===== src/rtl/fp_pkg.sv =====
// Shared definitions for the front-panel input conditioner: button FSM states
// and default timing constants for a 50 MHz system clock.
package fp_pkg;

  localparam int DEF_SW_WIDTH        = 10;
  localparam int DEF_DEBOUNCE_CYCLES = 1_000_000;   // 20 ms at 50 MHz
  localparam int DEF_LONG_CYCLES     = 100_000_000; // 2 s at 50 MHz

  typedef enum logic [1:0] {
    ST_IDLE    = 2'd0,
    ST_PRESSED = 2'd1,
    ST_LONG    = 2'd2
  } btnState_t;

endpackage


===== src/rtl/front_panel_input_if.sv =====
// Front-panel signal bundle: raw panel inputs in, conditioned levels and events out.
interface front_panel_input_if #(
  parameter int SW_WIDTH = 10
);

  logic                iBtn;
  logic [SW_WIDTH-1:0] iSwitch;
  logic                oBtn_level;
  logic                oBtn_pulse;
  logic                oBtn_release;
  logic                oBtn_long;
  logic [SW_WIDTH-1:0] oSwitch;
  logic [SW_WIDTH-1:0] oSwitch_snap;
  logic                oSwitch_chg;

  modport master (
    output iBtn, iSwitch,
    input  oBtn_level, oBtn_pulse, oBtn_release, oBtn_long,
    input  oSwitch, oSwitch_snap, oSwitch_chg
  );

  modport slave (
    input  iBtn, iSwitch,
    output oBtn_level, oBtn_pulse, oBtn_release, oBtn_long,
    output oSwitch, oSwitch_snap, oSwitch_chg
  );

endinterface


===== src/rtl/front_panel_input_debounce.sv =====
// One-bit synchroniser and debouncer; oUpdate flags the edge on which the
// stable value is about to flip so the caller can raise events on that same edge.
module debounce_bit
  import fp_pkg::*;
#(
  parameter int DEBOUNCE_CYCLES = DEF_DEBOUNCE_CYCLES
) (
  input  logic iClk,
  input  logic iRst_n,
  input  logic iRaw,
  output logic oStable,
  output logic oUpdate
);

  localparam int CW = (DEBOUNCE_CYCLES > 1) ? $clog2(DEBOUNCE_CYCLES) : 1;
  localparam logic [CW-1:0] CNT_LAST = CW'(DEBOUNCE_CYCLES - 1);

  logic          syncMeta_r;
  logic          sync_r;
  logic          stable_r;
  logic [CW-1:0] cnt_r;
  logic          mismatch_s;

  // Mismatch detection and accept strobe
  always_comb begin
    mismatch_s = (sync_r != stable_r);
    oUpdate    = mismatch_s && (cnt_r == CNT_LAST);
  end

  // Two-flop synchroniser
  always_ff @(posedge iClk or negedge iRst_n) begin
    if (!iRst_n) begin
      syncMeta_r <= 1'b0;
      sync_r     <= 1'b0;
    end else begin
      syncMeta_r <= iRaw;
      sync_r     <= syncMeta_r;
    end
  end

  // Hold counter and accepted value; any bounce back restarts the count
  always_ff @(posedge iClk or negedge iRst_n) begin
    if (!iRst_n) begin
      stable_r <= 1'b0;
      cnt_r    <= '0;
    end else if (!mismatch_s) begin
      cnt_r <= '0;
    end else if (oUpdate) begin
      stable_r <= sync_r;
      cnt_r    <= '0;
    end else begin
      cnt_r <= cnt_r + 1'b1;
    end
  end

  assign oStable = stable_r;

endmodule


===== src/rtl/front_panel_input.sv =====
// Front-panel conditioner: debounced switches and button, press/release/long
// events, and a switch snapshot taken at every press.
module front_panel_input
  import fp_pkg::*;
#(
  parameter int SW_WIDTH        = DEF_SW_WIDTH,
  parameter int DEBOUNCE_CYCLES = DEF_DEBOUNCE_CYCLES,
  parameter int LONG_CYCLES     = DEF_LONG_CYCLES,
  parameter bit BTN_ACTIVE_LOW  = 1'b1
) (
  input logic                 iClk,
  input logic                 iRst_n,
  front_panel_input_if.slave  panel
);

  localparam int HW = (LONG_CYCLES > 1) ? $clog2(LONG_CYCLES) : 1;
  localparam logic [HW-1:0] HOLD_LAST = HW'(LONG_CYCLES - 1);

  logic                btnNorm_s;
  logic                btnStable_s;
  logic                btnUpdate_s;
  logic                btnRise_s;
  logic                btnFall_s;
  logic [SW_WIDTH-1:0] swStable_s;
  logic [SW_WIDTH-1:0] swUpdate_s;

  btnState_t           state_r, stateNext_s;
  logic [HW-1:0]       hold_r, holdNext_s;
  logic                pulse_r, pulseNext_s;
  logic                release_r, releaseNext_s;
  logic                long_r, longNext_s;
  logic                snapLoad_s;
  logic [SW_WIDTH-1:0] swSnap_r;
  logic                swChg_r;

  assign btnNorm_s = BTN_ACTIVE_LOW ? ~panel.iBtn : panel.iBtn;

  debounce_bit #(.DEBOUNCE_CYCLES(DEBOUNCE_CYCLES)) uBtnDb (
    .iClk    (iClk),
    .iRst_n  (iRst_n),
    .iRaw    (btnNorm_s),
    .oStable (btnStable_s),
    .oUpdate (btnUpdate_s)
  );

  for (genvar g = 0; g < SW_WIDTH; g++) begin : gSwDb
    debounce_bit #(.DEBOUNCE_CYCLES(DEBOUNCE_CYCLES)) uSwDb (
      .iClk    (iClk),
      .iRst_n  (iRst_n),
      .iRaw    (panel.iSwitch[g]),
      .oStable (swStable_s[g]),
      .oUpdate (swUpdate_s[g])
    );
  end

  // Events are keyed to the edge on which the debounced button flips
  assign btnRise_s = btnUpdate_s & ~btnStable_s;
  assign btnFall_s = btnUpdate_s &  btnStable_s;

  // Button event FSM: next state, hold count and event strobes
  always_comb begin
    stateNext_s   = state_r;
    holdNext_s    = hold_r;
    pulseNext_s   = 1'b0;
    releaseNext_s = 1'b0;
    longNext_s    = 1'b0;
    snapLoad_s    = 1'b0;
    case (state_r)
      ST_IDLE: begin
        if (btnRise_s) begin
          pulseNext_s = 1'b1;
          snapLoad_s  = 1'b1;
          holdNext_s  = '0;
          stateNext_s = ST_PRESSED;
        end else begin
          stateNext_s = ST_IDLE;
        end
      end
      ST_PRESSED: begin
        if (btnFall_s) begin
          releaseNext_s = 1'b1;
          stateNext_s   = ST_IDLE;
        end else if (hold_r == HOLD_LAST) begin
          longNext_s  = 1'b1;
          stateNext_s = ST_LONG;
        end else begin
          holdNext_s = hold_r + 1'b1;
        end
      end
      ST_LONG: begin
        if (btnFall_s) begin
          releaseNext_s = 1'b1;
          stateNext_s   = ST_IDLE;
        end else begin
          stateNext_s = ST_LONG;
        end
      end
      default: begin
        stateNext_s = ST_IDLE;
        holdNext_s  = '0;
      end
    endcase
  end

  // FSM registers, event outputs, snapshot and switch-change strobe
  always_ff @(posedge iClk or negedge iRst_n) begin
    if (!iRst_n) begin
      state_r   <= ST_IDLE;
      hold_r    <= '0;
      pulse_r   <= 1'b0;
      release_r <= 1'b0;
      long_r    <= 1'b0;
      swSnap_r  <= '0;
      swChg_r   <= 1'b0;
    end else begin
      state_r   <= stateNext_s;
      hold_r    <= holdNext_s;
      pulse_r   <= pulseNext_s;
      release_r <= releaseNext_s;
      long_r    <= longNext_s;
      swChg_r   <= |swUpdate_s;
      // Pre-edge switch value, so a switch settling on the press edge is excluded
      if (snapLoad_s) begin
        swSnap_r <= swStable_s;
      end
    end
  end

  assign panel.oBtn_level   = btnStable_s;
  assign panel.oBtn_pulse   = pulse_r;
  assign panel.oBtn_release = release_r;
  assign panel.oBtn_long    = long_r;
  assign panel.oSwitch      = swStable_s;
  assign panel.oSwitch_snap = swSnap_r;
  assign panel.oSwitch_chg  = swChg_r;

endmodule

===== src/flat_wrapper.sv =====
// flat-port wrapper written by rule: the top's interface ports become plain ports
module front_panel_input_flat import fp_pkg::*;
#(
  parameter int SW_WIDTH        = DEF_SW_WIDTH,
  parameter int DEBOUNCE_CYCLES = DEF_DEBOUNCE_CYCLES,
  parameter int LONG_CYCLES     = DEF_LONG_CYCLES,
  parameter bit BTN_ACTIVE_LOW  = 1'b1
)
  (iClk, iRst_n, panel_iBtn, panel_iSwitch, panel_oBtn_level, panel_oBtn_pulse, panel_oBtn_release, panel_oBtn_long, panel_oSwitch, panel_oSwitch_snap, panel_oSwitch_chg);
  front_panel_input_if #(.SW_WIDTH(SW_WIDTH)) panel_i ();
  input logic iClk;
  input logic iRst_n;
  input wire logic [$bits(panel_i.iBtn)-1:0] panel_iBtn;
  input wire logic [$bits(panel_i.iSwitch)-1:0] panel_iSwitch;
  output wire logic [$bits(panel_i.oBtn_level)-1:0] panel_oBtn_level;
  output wire logic [$bits(panel_i.oBtn_pulse)-1:0] panel_oBtn_pulse;
  output wire logic [$bits(panel_i.oBtn_release)-1:0] panel_oBtn_release;
  output wire logic [$bits(panel_i.oBtn_long)-1:0] panel_oBtn_long;
  output wire logic [$bits(panel_i.oSwitch)-1:0] panel_oSwitch;
  output wire logic [$bits(panel_i.oSwitch_snap)-1:0] panel_oSwitch_snap;
  output wire logic [$bits(panel_i.oSwitch_chg)-1:0] panel_oSwitch_chg;
  assign panel_i.iBtn = panel_iBtn;
  assign panel_i.iSwitch = panel_iSwitch;
  assign panel_oBtn_level = panel_i.oBtn_level;
  assign panel_oBtn_pulse = panel_i.oBtn_pulse;
  assign panel_oBtn_release = panel_i.oBtn_release;
  assign panel_oBtn_long = panel_i.oBtn_long;
  assign panel_oSwitch = panel_i.oSwitch;
  assign panel_oSwitch_snap = panel_i.oSwitch_snap;
  assign panel_oSwitch_chg = panel_i.oSwitch_chg;
  front_panel_input #(.SW_WIDTH(SW_WIDTH), .DEBOUNCE_CYCLES(DEBOUNCE_CYCLES), .LONG_CYCLES(LONG_CYCLES), .BTN_ACTIVE_LOW(BTN_ACTIVE_LOW)) u_core (.iClk(iClk), .iRst_n(iRst_n), .panel(panel_i));
endmodule

===== config.mk =====
export PLATFORM = sky130hd
export DESIGN_NAME = front_panel_input_flat
export DESIGN_NICKNAME = d
export VERILOG_FILES = /design/src/rtl/fp_pkg.sv /design/src/rtl/front_panel_input_if.sv /design/src/rtl/front_panel_input_debounce.sv /design/src/rtl/front_panel_input.sv /design/src/flat_wrapper.sv
export SDC_FILE = /design/constraint.sdc
export NUM_CORES = 1
export LEC_CHECK = 0
export BUFFER_PORTS_ARGS = -buffer_cell sky130_fd_sc_hd__buf_2
export CORE_MARGIN = 2
export CORE_UTILIZATION = 56
export DETAILED_ROUTE_END_ITERATION = 10
export PLACE_DENSITY = 0.73
export SYNTH_ARGS = -nofsm -noshare
export SYNTH_HDL_FRONTEND = slang
export SYNTH_SLANG_ARGS = --single-unit

===== constraint.sdc =====
create_clock -name iClk -period 4.8 [get_ports iClk]
set_input_delay 0.24 -clock iClk [delete_from_list [all_inputs] [get_ports iClk]]
set_output_delay 0.24 -clock iClk [all_outputs]
set_load 0.01 [all_outputs]

## Word-level counts from Yosys, hierarchy flattened

Index checks and enable logic that the tools add are counted.

- Reduce and logical (&&, ||, !) cells: 26
- Muxes and demuxes: 38
- Eq/ne operators: 29
- Bitwise gates (word level): 5
- $add $sub $neg: 12

Operator list:

| cell | number |
|---|---|
| 20-bit two-way mux | 22 |
| 20-bit by 1-bit adder with 20-bit output (second input constant) | 11 |
| 20-bit == test (second input constant) | 11 |
| 27-bit two-way mux | 3 |
| 27-bit case mux with 3 select lines | 1 |
| 27-bit by 1-bit adder with 27-bit output (second input constant) | 1 |
| 27-bit == test (second input constant) | 1 |
| 2-bit AND reduction | 11 |
| 1-bit logical AND | 11 |
| 1-bit != test | 11 |
| 10-bit OR reduction | 1 |
| 1-bit two-way mux | 8 |
| 2-bit two-way mux | 3 |
| 2-bit case mux with 3 select lines | 1 |
| 2-bit != test (second input constant) | 2 |
| 4-bit AND reduction | 1 |
| 3-bit by 1-bit != test with 1-bit output (second input constant) | 1 |
| 1-bit inverter | 3 |
| 1-bit bitwise AND | 2 |
| 2-bit by 1-bit == test with 1-bit output (second input constant) | 1 |
| 2-bit == test (second input constant) | 1 |
| 2-bit zero test | 1 |
| 2-bit by 1-bit != test with 1-bit output (second input constant) | 1 |
| 2-bit OR reduction | 1 |

- Output and inout port bits: 25
- Bits of input ports: 13
- Flip-flop bits (word level): 296

## Logic depth before layout (Yosys ltp)

Gate-level depths: netlist (run 1).

- Depth in word-level cells: 5
- Mapped depth: 9

## Hierarchy

Synthesis (run 1) repeated with hierarchy kept, for this count alone.

- Cells, all modules: 1531
- Area, all modules: 14561.5 µm²

By module, submodules not included:

| module | instances | sequential area each (µm²) | cells each | area each (µm²) |
|---|---|---|---|---|
| debounce_bit | 11 | 575.6 | 115 | 1111.1 |
| front_panel_input | 1 | 1076.0 | 266 | 2339.7 |

## Least setup slack after synthesis (run 1)

No wires, ideal clock.

- Kind: reg-to-reg
- From: register u_core.uBtnDb.cnt_r[10]
- To: register u_core.swSnap_r[0] (netlist: u_core.panel.oSwitch_snap[0])
- Path slack: 2.631 ns
- Buffers on the path: 1
- Period minus slack after synthesis: 2.169 ns
- Required time: 4.675 ns
- Stages on the path, launching flop included: 7
- Data arrival time: 2.045 ns
- Library setup time: 0.125 ns
- Path through: dfrtp_1 -> or4b_4 -> nor2_4 -> nand2_1 -> nor3b_1 -> buf_2 -> mux2_2

- Longest elaborated chain between the ends: 5

Ends and longest elaborated chain:

| item | RTL line | source |
|---|---|---|
| from (decl) | front_panel_input_debounce.sv:21 | `logic [CW-1:0] cnt_r;` |
| from (signal assigned) | front_panel_input_debounce.sv:52 | `cnt_r <= cnt_r + 1'b1;` |
| 20-bit == test | front_panel_input_debounce.sv:27 | `oUpdate = mismatch_s && (cnt_r == CNT_LAST);` |
| 1-bit logical AND | front_panel_input_debounce.sv:27 |  |
| 1-bit bitwise AND | front_panel_input.sv:57 | `assign btnRise_s = btnUpdate_s & ~btnStable_s;` |
| 1-bit two-way mux | front_panel_input.sv:70 | `if (btnRise_s) begin` |
| 1-bit two-way mux | front_panel_input.sv:68 | `case (state_r)` |
| to (signal assigned) | front_panel_input.sv:124 | `swSnap_r <= swStable_s;` |
| to (decl) | front_panel_input.sv:33 | `logic [SW_WIDTH-1:0] swSnap_r;` |

Every way passes these cells.
A chain may end at the register's enable or synchronous reset.

## Worst setup path after layout (run 1)

- From: register u_core.state_r[1]
- To: register u_core.hold_r[12]

- Longest elaborated chain between the ends: 3

Ends and longest elaborated chain:

| item | RTL line | source |
|---|---|---|
| from (decl) | front_panel_input.sv:27 | `btnState_t state_r, stateNext_s;` |
| from (signal assigned) | front_panel_input.sv:116 | `state_r <= stateNext_s;` |
| 2-bit by 1-bit == test with 1-bit output, or another cell as far along | front_panel_input.sv:68 |  |
| 2-bit != test (no source line), or another cell as far along | -- |  |
| 4-bit AND reduction (no source line) | -- |  |
| to (signal assigned) | front_panel_input.sv:117 | `hold_r <= holdNext_s;` |
| to (decl) | front_panel_input.sv:28 | `logic [HW-1:0] hold_r, holdNext_s;` |

Several ways; a longest one is shown, not always the timed one.

==> impl_metrics.py, run 1 <==
metrics = {
    "flow_run": {
        "drv_cap": 0,
    },
    "drt": {
        "dr.pass1.iters": 5,
        "drtAntennaViolNets": 0,
        "drc": 0,
        "vias": 10105,
        "drt-initial-drc-count": 611,
        "wl_per_cell_um": 15.0,
        "viasPerCell": 5.62,
        "postRouteWirelength_mm": 27.0,
    },
    "synthesis": {
        "async_flop_share": 1.00,
        "synth_flop_cell": "dfrtp_1",
        "synth_edf_count": 0,
        "avgSynthCellArea_um2": 10.1,
        "syn_nets": 1431,
        "synth_seq_cells": 296,
        "synth_area_um2": 14200,
        "synth_cell_types": 54,
        "synth_cells": 1402,
        "yosys_warnings": 0,
        "seq_area_frac_synth": 0.522,
    },
    "clock_network": {
        "cts_resized": 0,
        "htreeDepth": 2,
        "cts_tree": "done",
        "clk_pin_slew_ps": 60,
        "clockBufferDepth": 3,
        "cts_root_buffer": "clkbuf_16",
        "cts_buffers": 34,
        "clk-insertion-delay-late_ps": 510,
        "clock_sinks": 296,
    },
    "setup_path": {
        "slowest_delay_ps": 720,
        "path_class": "reg2reg",
        "cp.required_ps": 5150,
        "path_max_fanout": 28,
        "start_kind": "flip-flop",
        "cpLargestDelayFamily": "simple AND/OR/NAND/NOR gates",
        "cp_num_buf_inv": 1,
        "cp.arrival_ps": 3320,
        "slowest_stage": "or3_1",
        "crit_path_end_kind": "flip-flop",
        "crit_chain": "inv_1, ha_1, nand2_1, nor4_1, a21bo_2, or3_1, o21ai_0",
    },
    "power_and_ir_drop": {
        "p_leak_nw": 6.85,
        "power.share.sequential": 0.464,
        "power_frac_comb": 0.025,
        "p_sw_frac": 0.208,
        "power_frac_clock": 0.511,
        "switchingPower_w": 0.00115,
        "p_int_w": 0.00436,
        "ir_worst_vdd_uv": 279,
        "cellPowerDensity_nw_per_um2": 345,
    },
    "cells_and_area": {
        "nFillCells": 1969,
        "area_delta_synth_final_pct": 12.5,
        "final_area_um2": 16000,
        "nNetsFinal": 1472,
        "drive_gt1_frac": 0.0974,
        "seq_area_um2": 7410,
        "antenna_cells": 0,
        "final_util": 0.638,
        "multi_input_area_um2": 6400,
    },
    "floorplan": {
        "io_pins": 38,
        "fp.dieH_um": 163,
        "dieArea_um2": 26600,
        "rows": 58,
        "die_w_um": 163,
        "start_util": 0.567,
        "core_um2": 25000,
    },
    "min_path": {
        "hp-class": "reg2reg",
    },
    "sta": {
        "worst_pin_slew_ps": 1180,
        "fin_crit_sh": 0.619,
        "rsz0062_at_grt": "false",
        "fin_setup_tns_ps": 0,
        "fin_crit_ps": 2970,
        "max_freq_mhz": 337,
        "finalMaxSlewViolations": 0,
        "setup_violations": 0,
        "hold_slack_ps": 347,
        "fin_skew_ps": 12.4,
        "hold_viol": 0,
        "slew_headroom": 0.212,
    },
    "placement": {
        "gp_congestion": 0.815,
        "dpl_cell_area_um2": 14600,
        "dp_hpwl_mm": 17.5,
        "port_buffers": 37,
    },
    "global_routing": {
        "grt_pass1_wl_mm": 46.3,
        "grt_max_degree": 127,
        "grt_overflow_total": 0,
        "grt_pass1_vias": 9814,
        "antenna_found_initial": 0,
        "track_usage": 0.209,
    },
    "outcome": {
        "status": "complete, no violations",
    },
}
[timing repair]
action | 4_1_cts | 5_1_grt
hold buffers | 12 | 0
hold endpoints to repair | 134 | 0
buffers inserted | 0 | 0
[logic make-up (layout without fill, tap and decap cells)]
| kind of cell | Yosys count | in the layout | synth area share |
|---|---|---|---|
| buf+inv | 92 | 158 | 0.0283 |
| simple gates | 686 | 686 | 0.247 |
| compound gates | 84 | 84 | 0.0443 |
| xor+xnor | 204 | 204 | 0.126 |
| fa+ha+maj | 16 | 16 | 0.0141 |
| flops | 296 | 296 | 0.522 |
| mux | 24 | 24 | 0.0188 |
[cells in the mapped netlist, types with 3 or more instances]
master / n / share of area
a21oi_1: 9 / 0.0032
a31oi_1: 9 / 0.0040
and2_1: 10 / 0.0044
and3_1: 42 / 0.019
and4_1: 31 / 0.019
buf_2: 9 / 0.0032
buf_4: 10 / 0.0053
clkbuf_1: 28 / 0.0074
dfrtp_1: 296 / 0.52
ha_1: 16 / 0.014
inv_1: 43 / 0.011
mux2_2: 21 / 0.017
mux2i_1: 3 / 0.0021
nand2_1: 77 / 0.020
nand2b_1: 4 / 0.0018
nand3_1: 74 / 0.026
nand3b_1: 3 / 0.0016
nand4_1: 56 / 0.025
nor2_1: 260 / 0.069
nor2b_1: 11 / 0.0048
nor3_1: 42 / 0.015
nor3b_1: 3 / 0.0016
nor4_1: 28 / 0.012
nor4_4: 3 / 0.0045
nor4b_1: 11 / 0.0068
o21ai_0: 11 / 0.0039
o31ai_1: 34 / 0.018
o41a_1: 3 / 0.0024
o41ai_2: 3 / 0.0034
or2_2: 8 / 0.0035
or3_1: 7 / 0.0031
or4_1: 6 / 0.0032
xnor2_1: 136 / 0.084
xor2_1: 68 / 0.042
[worst paths after layout]
kind                                                             from                                        to  slack [ps]  depth (start not counted)
max                                     u_core.state_r[1]$_DFFE_PN0P_             u_core.hold_r[12]$_DFFE_PN0P_        1830                          7
min                        u_core.gSwDb[4].uSwDb.syncMeta_r$_DFF_PN0_    u_core.gSwDb[4].uSwDb.sync_r$_DFF_PN0_         350                          0
max reg2reg                             u_core.state_r[1]$_DFFE_PN0P_             u_core.hold_r[12]$_DFFE_PN0P_        1830                          7
min reg2reg                u_core.gSwDb[4].uSwDb.syncMeta_r$_DFF_PN0_    u_core.gSwDb[4].uSwDb.sync_r$_DFF_PN0_         350                          0
max in group asynchronous                                      iRst_n  u_core.gSwDb[0].uSwDb.cnt_r[0]$_DFF_PN0_        3300                          3
min in group asynchronous                                      iRst_n  u_core.gSwDb[1].uSwDb.cnt_r[9]$_DFF_PN0_         390                          2
[final cells by class]
| type | instances | share of cell area |
|---|---|---|
| clock buffers | 43 | 0.0598 |
| clock inverters | 18 | 0.0174 |
| inverters | 44 | 0.0103 |
| multi-input cells | 1014 | 0.401 |
| flip-flops and latches | 296 | 0.463 |
| well taps | 330 | 0.0258 |
| repair buffers | 53 | 0.0224 |
[flip-flops by register name (all words and copies together), names as in the netlist, 2 cells and up]
register,cells
u_core.panel.oSwitch_snap,10
u_core.gSwDb.uSwDb.oStable,10
u_core.uBtnDb.cnt_r,20
u_core.state_r,2
u_core.gSwDb.uSwDb.syncMeta_r,10
u_core.gSwDb.uSwDb.sync_r,10
u_core.gSwDb.uSwDb.cnt_r,200
u_core.hold_r,27
[layout by cell type, fill, tap and decap left out, types with 4 or more instances in the layout]
cell,netlist,routed
dlygate4sd3_1,0,12
nor4_1,28,28
clkbuf_16,0,35
buf_2,9,36
bufinv_16,0,7
dfrtp_1,296,296
and3_1,42,42
o41ai_2,3,4
or2_2,8,8
xnor2_1,136,136
nand3_1,74,74
a31oi_1,9,9
and2_1,10,10
or3_1,7,7
mux2_2,21,21
o31ai_1,34,34
nor3_1,42,42
nand2b_1,4,4
inv_1,43,43
nor4b_1,11,11
o21ai_0,11,11
and4_1,31,31
a21oi_1,9,9
nand2_1,77,77
nor2_1,260,260
clkinv_2,0,7
or4_1,6,6
clkbuf_8,0,5
ha_1,16,16
xor2_1,68,68
nand4_1,56,56
nor2b_1,11,11
[metrics by stage]
| stage | instances | worst slack, ps | total power [W] |
|---|---|---|---|
| final | 1798 | 1830 | 0.00551 |
| after global routing | 1798 | 1490 | 0.00570 |
| after CTS | 1798 | 1830 | 0.00557 |
| after detailed placement | 1725 | 1850 | 0.00274 |
| after global placement | 1725 | 1940 | 0.00273 |
| after floorplan | 1402 | 2630 | 0.00266 |
[per-layer routing]
metal,track usage,up-vias,part of all wire
li1,-,4925,-
met2,0.342,170,0.47
met5,0,-,0
met1,0.293,4967,0.47
met4,0.0559,0,0.020
met3,0.0322,43,0.040
[power groups by stage]
stage / registers, W / logic (W) / clock network, W
final: 0.00255 / 0.000140 / 0.00281
after global placement: 0.00260 / 0.000135 / 0
after detailed placement: 0.00260 / 0.000138 / 0
after global routing: 0.00256 / 0.000165 / 0.00298
after floorplan: 0.00259 / 0.0000649 / 0
after CTS: 0.00255 / 0.000146 / 0.00287
No activity file was read; power rests on OpenSTA's default activity.
==> inputs of run 2 (changes only) <==
--- a/config.mk
+++ b/config.mk
@@ -5,11 +5,12 @@
 export SDC_FILE = /design/constraint.sdc
 export NUM_CORES = 1
 export LEC_CHECK = 0
+export ABC_AREA = 1
 export BUFFER_PORTS_ARGS = -buffer_cell sky130_fd_sc_hd__buf_2
 export CORE_MARGIN = 2
 export CORE_UTILIZATION = 56
 export DETAILED_ROUTE_END_ITERATION = 10
-export PLACE_DENSITY = 0.73
+export PLACE_DENSITY = 0.75
 export SYNTH_ARGS = -nofsm -noshare
 export SYNTH_HDL_FRONTEND = slang
 export SYNTH_SLANG_ARGS = --single-unit
==> constraint.sdc (replaced) <==
create_clock -name iClk -period 2.5 [get_ports iClk]
set_input_delay 0.125 -clock iClk [delete_from_list [all_inputs] [get_ports iClk]]
set_output_delay 0.125 -clock iClk [all_outputs]
set_load 0.01 [all_outputs]
==> run 2 against run 1 <==
Against the previous run: fmax grew 32%; clock-buffer cell count grew 1; first-iteration DRC count grew 60%; final cell count grew 46%; total power grew 93%; synthesized area grew 13%; hold slack lost 190 ps; core utilization shrank 0.40 points; register-to-register slack lost 1600 ps; routed wire length grew 27%; sequential share of layout area shrank 5.4 points; clock power grew 92%; critical endpoint is now u_core.gSwDb[4].uSwDb.cnt_r[10]$_DFF_PN0_; largest cell class unchanged.
==> impl_metrics.py, run 2 <==
metrics = {
    "sta": {
        "hold_viol": 0,
        "fin_crit_sh": 0.897,
        "finalMaxSlewViolations": 0,
        "fin_crit_ps": 2240,
        "rsz0062_at_grt": "false",
        "fin_skew_ps": 16.9,
        "setup_ws_ps": 257,
        "slew_headroom": 0.442,
        "max_freq_mhz": 446,
        "fin_setup_tns_ps": 0,
        "worst_pin_slew_ps": 837,
        "setup_violations": 0,
    },
    "synthesis": {
        "yosys_warnings": 0,
        "ys_top_cells_by_count": "457 x nand2_1, 389 x nor2_1, 323 x inv_1",
        "synth_cells": 2148,
        "yosys.area.top_type": "dfrtp_1",
        "synth_flop_cell": "dfrtp_1",
        "synth_area_um2": 16100,
        "synth_seq_cells": 296,
        "avgSynthCellArea_um2": 7.50,
        "synth_cell_types": 48,
        "synth.area.top_cells": "dfrtp_1 46%, nand2_1 11%, nor2_1 9.1%",
        "yosysMostFrequentCell": "nand2_1",
        "synth_edf_count": 0,
        "async_flop_share": 1.00,
        "synth_top_area_share": 0.460,
        "syn_nets": 2177,
        "seq_area_frac_synth": 0.460,
    },
    "cells_and_area": {
        "final_cells": 2629,
        "largest_reg_flops": 200,
        "final_common_cell": "nand2_1",
        "top_regs": "u_core.gSwDb.uSwDb.cnt_r (200), u_core.hold_r (27), u_core.uBtnDb.cnt_r (20)",
        "antenna_cells": 0,
        "layout_common_cells": "457 x nand2_1, 389 x nor2_1, 323 x inv_1",
        "area_delta_synth_final_pct": 12.4,
        "top_register": "u_core.gSwDb.uSwDb.cnt_r",
        "nNetsFinal": 2249,
        "drive_gt1_frac": 0.0771,
    },
    "global_routing": {
        "grt_max_degree": 74,
        "track_usage": 0.234,
        "grt_overflow_total": 0,
        "grt_pass1_vias": 13330,
        "grt_pass1_wl_mm": 60.3,
        "antenna_found_initial": 0,
    },
    "drt": {
        "postRouteWirelength_mm": 34.3,
        "viasPerCell": 5.25,
        "drtAntennaViolNets": 0,
        "vias": 13798,
        "wl_per_cell_um": 13.0,
        "drt-initial-drc-count": 977,
        "dr.pass1.iters": 6,
        "drc": 0,
    },
    "clock_network": {
        "htreeDepth": 2,
        "cts_root_buffer": "clkbuf_16",
        "clockBufferDepth": 3,
        "clk-insertion-delay-late_ps": 520,
        "cts_buffers": 35,
        "cts_resized": 0,
        "cts_tree": "done",
        "clock_sinks": 296,
        "clk_pin_slew_ps": 50,
    },
    "setup_path": {
        "start_kind": "flip-flop",
        "r2r_setup_slack_ps": 260,
        "path_class": "reg2reg",
        "timing.rr.start": "u_core.gSwDb[4].uSwDb.cnt_r[0]$_DFF_PN0_",
        "crit_path_start": "u_core.gSwDb[4].uSwDb.cnt_r[0]$_DFF_PN0_",
        "cp.required_ps": 2890,
        "path_max_fanout": 10,
        "crit_path_end_kind": "flip-flop",
        "cp.arrival_ps": 2630,
    },
    "placement": {
        "place_inst": 2555,
        "dp_hpwl_mm": 24.6,
        "detailedPlace.worstSlack_ps": 216,
        "port_buffers": 37,
        "gp_congestion": 0.923,
    },
    "power_and_ir_drop": {
        "p_leak_nw": 8.71,
        "cellPowerDensity_nw_per_um2": 587,
        "ir_worst_vdd_uv": 612,
    },
    "min_path": {
        "hp-class": "in2async",
    },
    "floorplan": {
        "fp.dieH_um": 174,
        "die_w_um": 174,
        "core_um2": 28500,
        "io_pins": 38,
        "rows": 62,
        "start_util": 0.564,
        "dieArea_um2": 30100,
    },
    "outcome": {
        "status": "complete, no violations",
    },
    "flow_run": {
        "drv_cap": 0,
    },
}
==> run 2: cells by family (layout without fill, tap and decap cells) <==
| family | after synthesis | in the layout | synth area share |
|---|---|---|---|
| AO/OA/AOI/OAI | 147 | 147 | 0.0510 |
| XOR/XNOR | 88 | 88 | 0.0483 |
| adder cells (fa/ha/maj) | 16 | 16 | 0.0124 |
| buffers and inverters | 361 | 458 | 0.0899 |
| flip-flops | 296 | 296 | 0.460 |
| AND/OR/NAND/NOR | 1240 | 1240 | 0.339 |
==> run 2: stage by stage <==
stage	area, um^2	hold WS (ps)	utilization	power (W)
2_1_floorplan	16100	-171	-	0.00511
5_1_grt	18100	192	0.634	0.0110
6_report	18100	161	0.634	0.0106
4_1_cts	18100	181	0.634	0.0108
3_5_place_dp	16700	115	0.587	0.00530
3_3_place_gp	16700	114	0.587	0.00529
==> run 2: metal layers <==
metal  track usage  routed length, um  up-vias
met5             0                  0        -
li1              -                  -     6953
met4        0.0648                722        0
met2         0.396              16300      295
met3        0.0346               1520       57
met1         0.318              15700     6493
==> run 2: worst max-delay path: stages, from the launching register on <==
cell	delay [ps]
dfrtp_1	370
ha_1	230
nand3_1	170
nor2_1	230
nand4_1	300
nand2_1	290
clkinv_1	310
o21ai_0	160
nor2_1	50
==> run 2: layout make-up <==
type | instances | area [um^2]
clock buffer | 44 | 971
fill | 2516 | 10400
sequential | 296 | 7410
clock inverter | 18 | 270
tap | 384 | 480
multi-input combinational | 1491 | 7250
timing repair buffer | 64 | 478
inverter | 332 | 1250
==> run 2: report_power, final <==
part           internal, W  switching (W)
Clock              0.00339        0.00201
Combinational     0.000104       0.000220
Sequential         0.00485      0.0000416
==> run 2: final timing paths <==
check	end	cells past startpoint
worst max-delay path	u_core.gSwDb[4].uSwDb.cnt_r[10]$_DFF_PN0_	8
min in group iClk	u_core.gSwDb[1].uSwDb.syncMeta_r$_DFF_PN0_	2
worst min-delay path	u_core.gSwDb[4].uSwDb.cnt_r[16]$_DFF_PN0_	2
max in group asynchronous	u_core.gSwDb[9].uSwDb.cnt_r[0]$_DFF_PN0_	3
worst min register to register	u_core.uBtnDb.sync_r$_DFF_PN0_	0
worst max register to register	u_core.gSwDb[4].uSwDb.cnt_r[10]$_DFF_PN0_	8
==> run 2: timing repair <==
| item | CTS | global route |
|---|---|---|
| endpoints found under the hold margin | 73 | 0 |
| buffers inserted | 0 | 0 |
| hold buffers | 12 | 0 |
==> inputs of run 3 (changes only) <==
--- a/config.mk
+++ b/config.mk
@@ -7,6 +7,7 @@
 export LEC_CHECK = 0
 export ABC_AREA = 1
 export BUFFER_PORTS_ARGS = -buffer_cell sky130_fd_sc_hd__buf_2
+export CORE_ASPECT_RATIO = 1.2
 export CORE_MARGIN = 2
 export CORE_UTILIZATION = 56
 export DETAILED_ROUTE_END_ITERATION = 10
==> run 3 against run 2 <==
Against the previous run: sequential power hardly changed; register-to-register slack improved by 98 ps; final area decreased by 0.76%; clock-buffer cell count is 7 higher; final cell count fell by 0.11%; largest cell class unchanged; fmax grew 4.6%.
==> impl_metrics.py, run 3 (synthesis gave the netlist of run 2 again) <==
metrics = {
    "drt": {
        "drc": 0,
        "viasPerCell": 5.20,
        "drt-initial-drc-count": 967,
        "wl_per_cell_um": 13.0,
        "drtAntennaViolNets": 0,
        "vias": 13646,
        "postRouteWirelength_mm": 34.0,
        "dr.pass1.iters": 5,
    },
    "global_routing": {
        "grt_max_degree": 84,
        "grt_busiest_layer": "met2",
        "grtUsageMet1": 0.298,
        "grt_overflow_total": 0,
        "track_usage": 0.232,
        "use_met2": 0.403,
        "use_met3": 0.0331,
        "antenna_found_initial": 0,
        "grt_pass1_wl_mm": 59.8,
        "grt_pass1_vias": 13316,
    },
    "sta": {
        "max_freq_mhz": 466,
        "hold_viol": 0,
        "fin_skew_ps": 20.1,
        "finalMaxSlewViolations": 0,
        "worst_pin_slew_ps": 936,
        "rsz0062_at_grt": "false",
        "fin_crit_ps": 2140,
        "slew_headroom": 0.376,
        "fin_setup_tns_ps": 0,
        "fin_crit_sh": 0.858,
        "setup_violations": 0,
        "hold_slack_ps": 124,
    },
    "floorplan": {
        "dieArea_um2": 30100,
        "core_um2": 28500,
        "fp.dieH_um": 190,
        "rows": 68,
        "start_util": 0.565,
        "die_w_um": 159,
        "io_pins": 38,
    },
    "setup_path": {
        "cpLargestDelayFamily": "compound AO/OA/AOI/OAI gates",
        "slowest_stage": "a21oi_1",
        "timing.rr.start": "u_core.gSwDb[2].uSwDb.cnt_r[0]$_DFF_PN0_",
        "r2r_cells": 8,
        "crit_path_end_kind": "flip-flop",
        "cp_num_buf_inv": 0,
        "path_class": "reg2reg",
        "slowest_delay_ps": 730,
        "crit_cells": 8,
        "crit_chain": "ha_1, nand2_1, nor2_1, nand2_1, nor2_1, a21oi_1, o21ai_0, a21oi_1",
        "cp.arrival_ps": 2570,
        "crit_path_start": "u_core.gSwDb[2].uSwDb.cnt_r[0]$_DFF_PN0_",
        "endpoint": "u_core.gSwDb[2].uSwDb.cnt_r[13]$_DFF_PN0_",
        "start_kind": "flip-flop",
        "r2r_end": "u_core.gSwDb[2].uSwDb.cnt_r[13]$_DFF_PN0_",
        "cp.required_ps": 2930,
        "r2r_setup_slack_ps": 360,
        "path_max_fanout": 12,
    },
    "cells_and_area": {
        "final_common_cell": "nand2_1",
        "layout_common_cells": "457 x nand2_1, 389 x nor2_1, 323 x inv_1",
        "top_register": "u_core.gSwDb.uSwDb.cnt_r",
        "area_delta_synth_final_pct": 11.6,
        "final_cells": 2626,
        "largest_reg_flops": 200,
        "antenna_cells": 0,
        "drive_gt1_frac": 0.0741,
        "top_regs": "u_core.gSwDb.uSwDb.cnt_r (200), u_core.hold_r (27), u_core.uBtnDb.cnt_r (20)",
        "nNetsFinal": 2246,
        "final_util": 0.630,
    },
    "power_and_ir_drop": {
        "power_w": 0.0102,
        "p_leak_nw": 8.65,
        "cellPowerDensity_nw_per_um2": 568,
        "switchingPower_w": 0.00221,
        "p_int_w": 0.00799,
        "p_sw_frac": 0.216,
        "power.share.sequential": 0.480,
        "power_frac_clock": 0.489,
        "power_frac_comb": 0.031,
        "ir_worst_vdd_uv": 551,
    },
    "clock_network": {
        "cts_tree": "done",
        "cts_buffers": 34,
        "clk_pin_slew_ps": 60,
        "cts_root_buffer": "clkbuf_16",
        "clk-insertion-delay-late_ps": 510,
        "clock_sinks": 296,
        "clockBufferDepth": 3,
        "htreeDepth": 2,
        "cts_setup_buffers": 0,
    },
    "flow_run": {
        "drv_cap": 0,
    },
    "outcome": {
        "status": "complete, no violations",
    },
    "placement": {
        "dp_hpwl_mm": 24.0,
        "port_buffers": 37,
        "place_inst": 2554,
        "gp_congestion": 0.934,
    },
    "min_path": {
        "hp-class": "in2async",
    },
}
## run 3: changes by cell type in the layout (fill, tap and decap cells not counted), sizes merged
cell | before | now
clkinvlp | 3 | 2
bufinv | 6 | 2
inv | 331 | 330
clkbuf | 44 | 51
buf | 52 | 50
clkinv | 10 | 7
## run 3: area by class of cell
type                            count  area (um^2)
Clock inverter                      9          104
Sequential cell                   296         7410
Timing Repair Buffer               62          450
Fill cell                        2492        10500
Inverter                          332         1250
Clock buffer                       51         1030
Tap cell                          385          482
Multi-Input combinational cell   1491         7250
## run 3: what timing repair did
item	CTS	global route
hold endpoints to repair	307	0
resized for setup	0	0
hold buffers	12	0
## run 3: stage by stage
step                area [um^2]  setup slack [ps]
global placement          16700               434
CTS                       18000               350
finish                    18000               355
detailed placement        16700               363
floorplan                 16100               755
global route              18000              70.7
## run 3: power groups by stage
| stage | registers [W] | logic, W | clock network (W) |
|---|---|---|---|
| after floorplan | 0.00497 | 0.000143 | 0 |
| after global placement | 0.00498 | 0.000306 | 0 |
| after detailed placement | 0.00498 | 0.000312 | 0 |
| after CTS | 0.00489 | 0.000328 | 0.00511 |
| after global routing | 0.00490 | 0.000369 | 0.00532 |
| final | 0.00489 | 0.000318 | 0.00499 |
## run 3: routing by layer
layer  vias up  part of all wire
met5         -                 0
met4         0             0.026
met3        70             0.036
met2       236              0.49
met1      6399              0.45
li1       6941                 -
## run 3: how the worst min path moves through the flow
stage | start | slack, ps | cells after the start | endpoint
6_report | iRst_n | 120 | 2 | u_core.gSwDb[9].uSwDb.cnt_r[8]$_DFF_PN0_
5_1_grt | iRst_n | 140 | 2 | u_core.gSwDb[9].uSwDb.cnt_r[8]$_DFF_PN0_
4_1_cts | iRst_n | 120 | 2 | u_core.gSwDb[9].uSwDb.cnt_r[8]$_DFF_PN0_
3_5_place_dp | iRst_n | 70 | 1 | u_core.gSwDb[9].uSwDb.cnt_r[5]$_DFF_PN0_
3_3_place_gp | iRst_n | 70 | 1 | u_core.gSwDb[9].uSwDb.cnt_r[5]$_DFF_PN0_
2_1_floorplan | iRst_n | -170 | 0 | u_core.gSwDb[0].uSwDb.cnt_r[0]$_DFF_PN0_
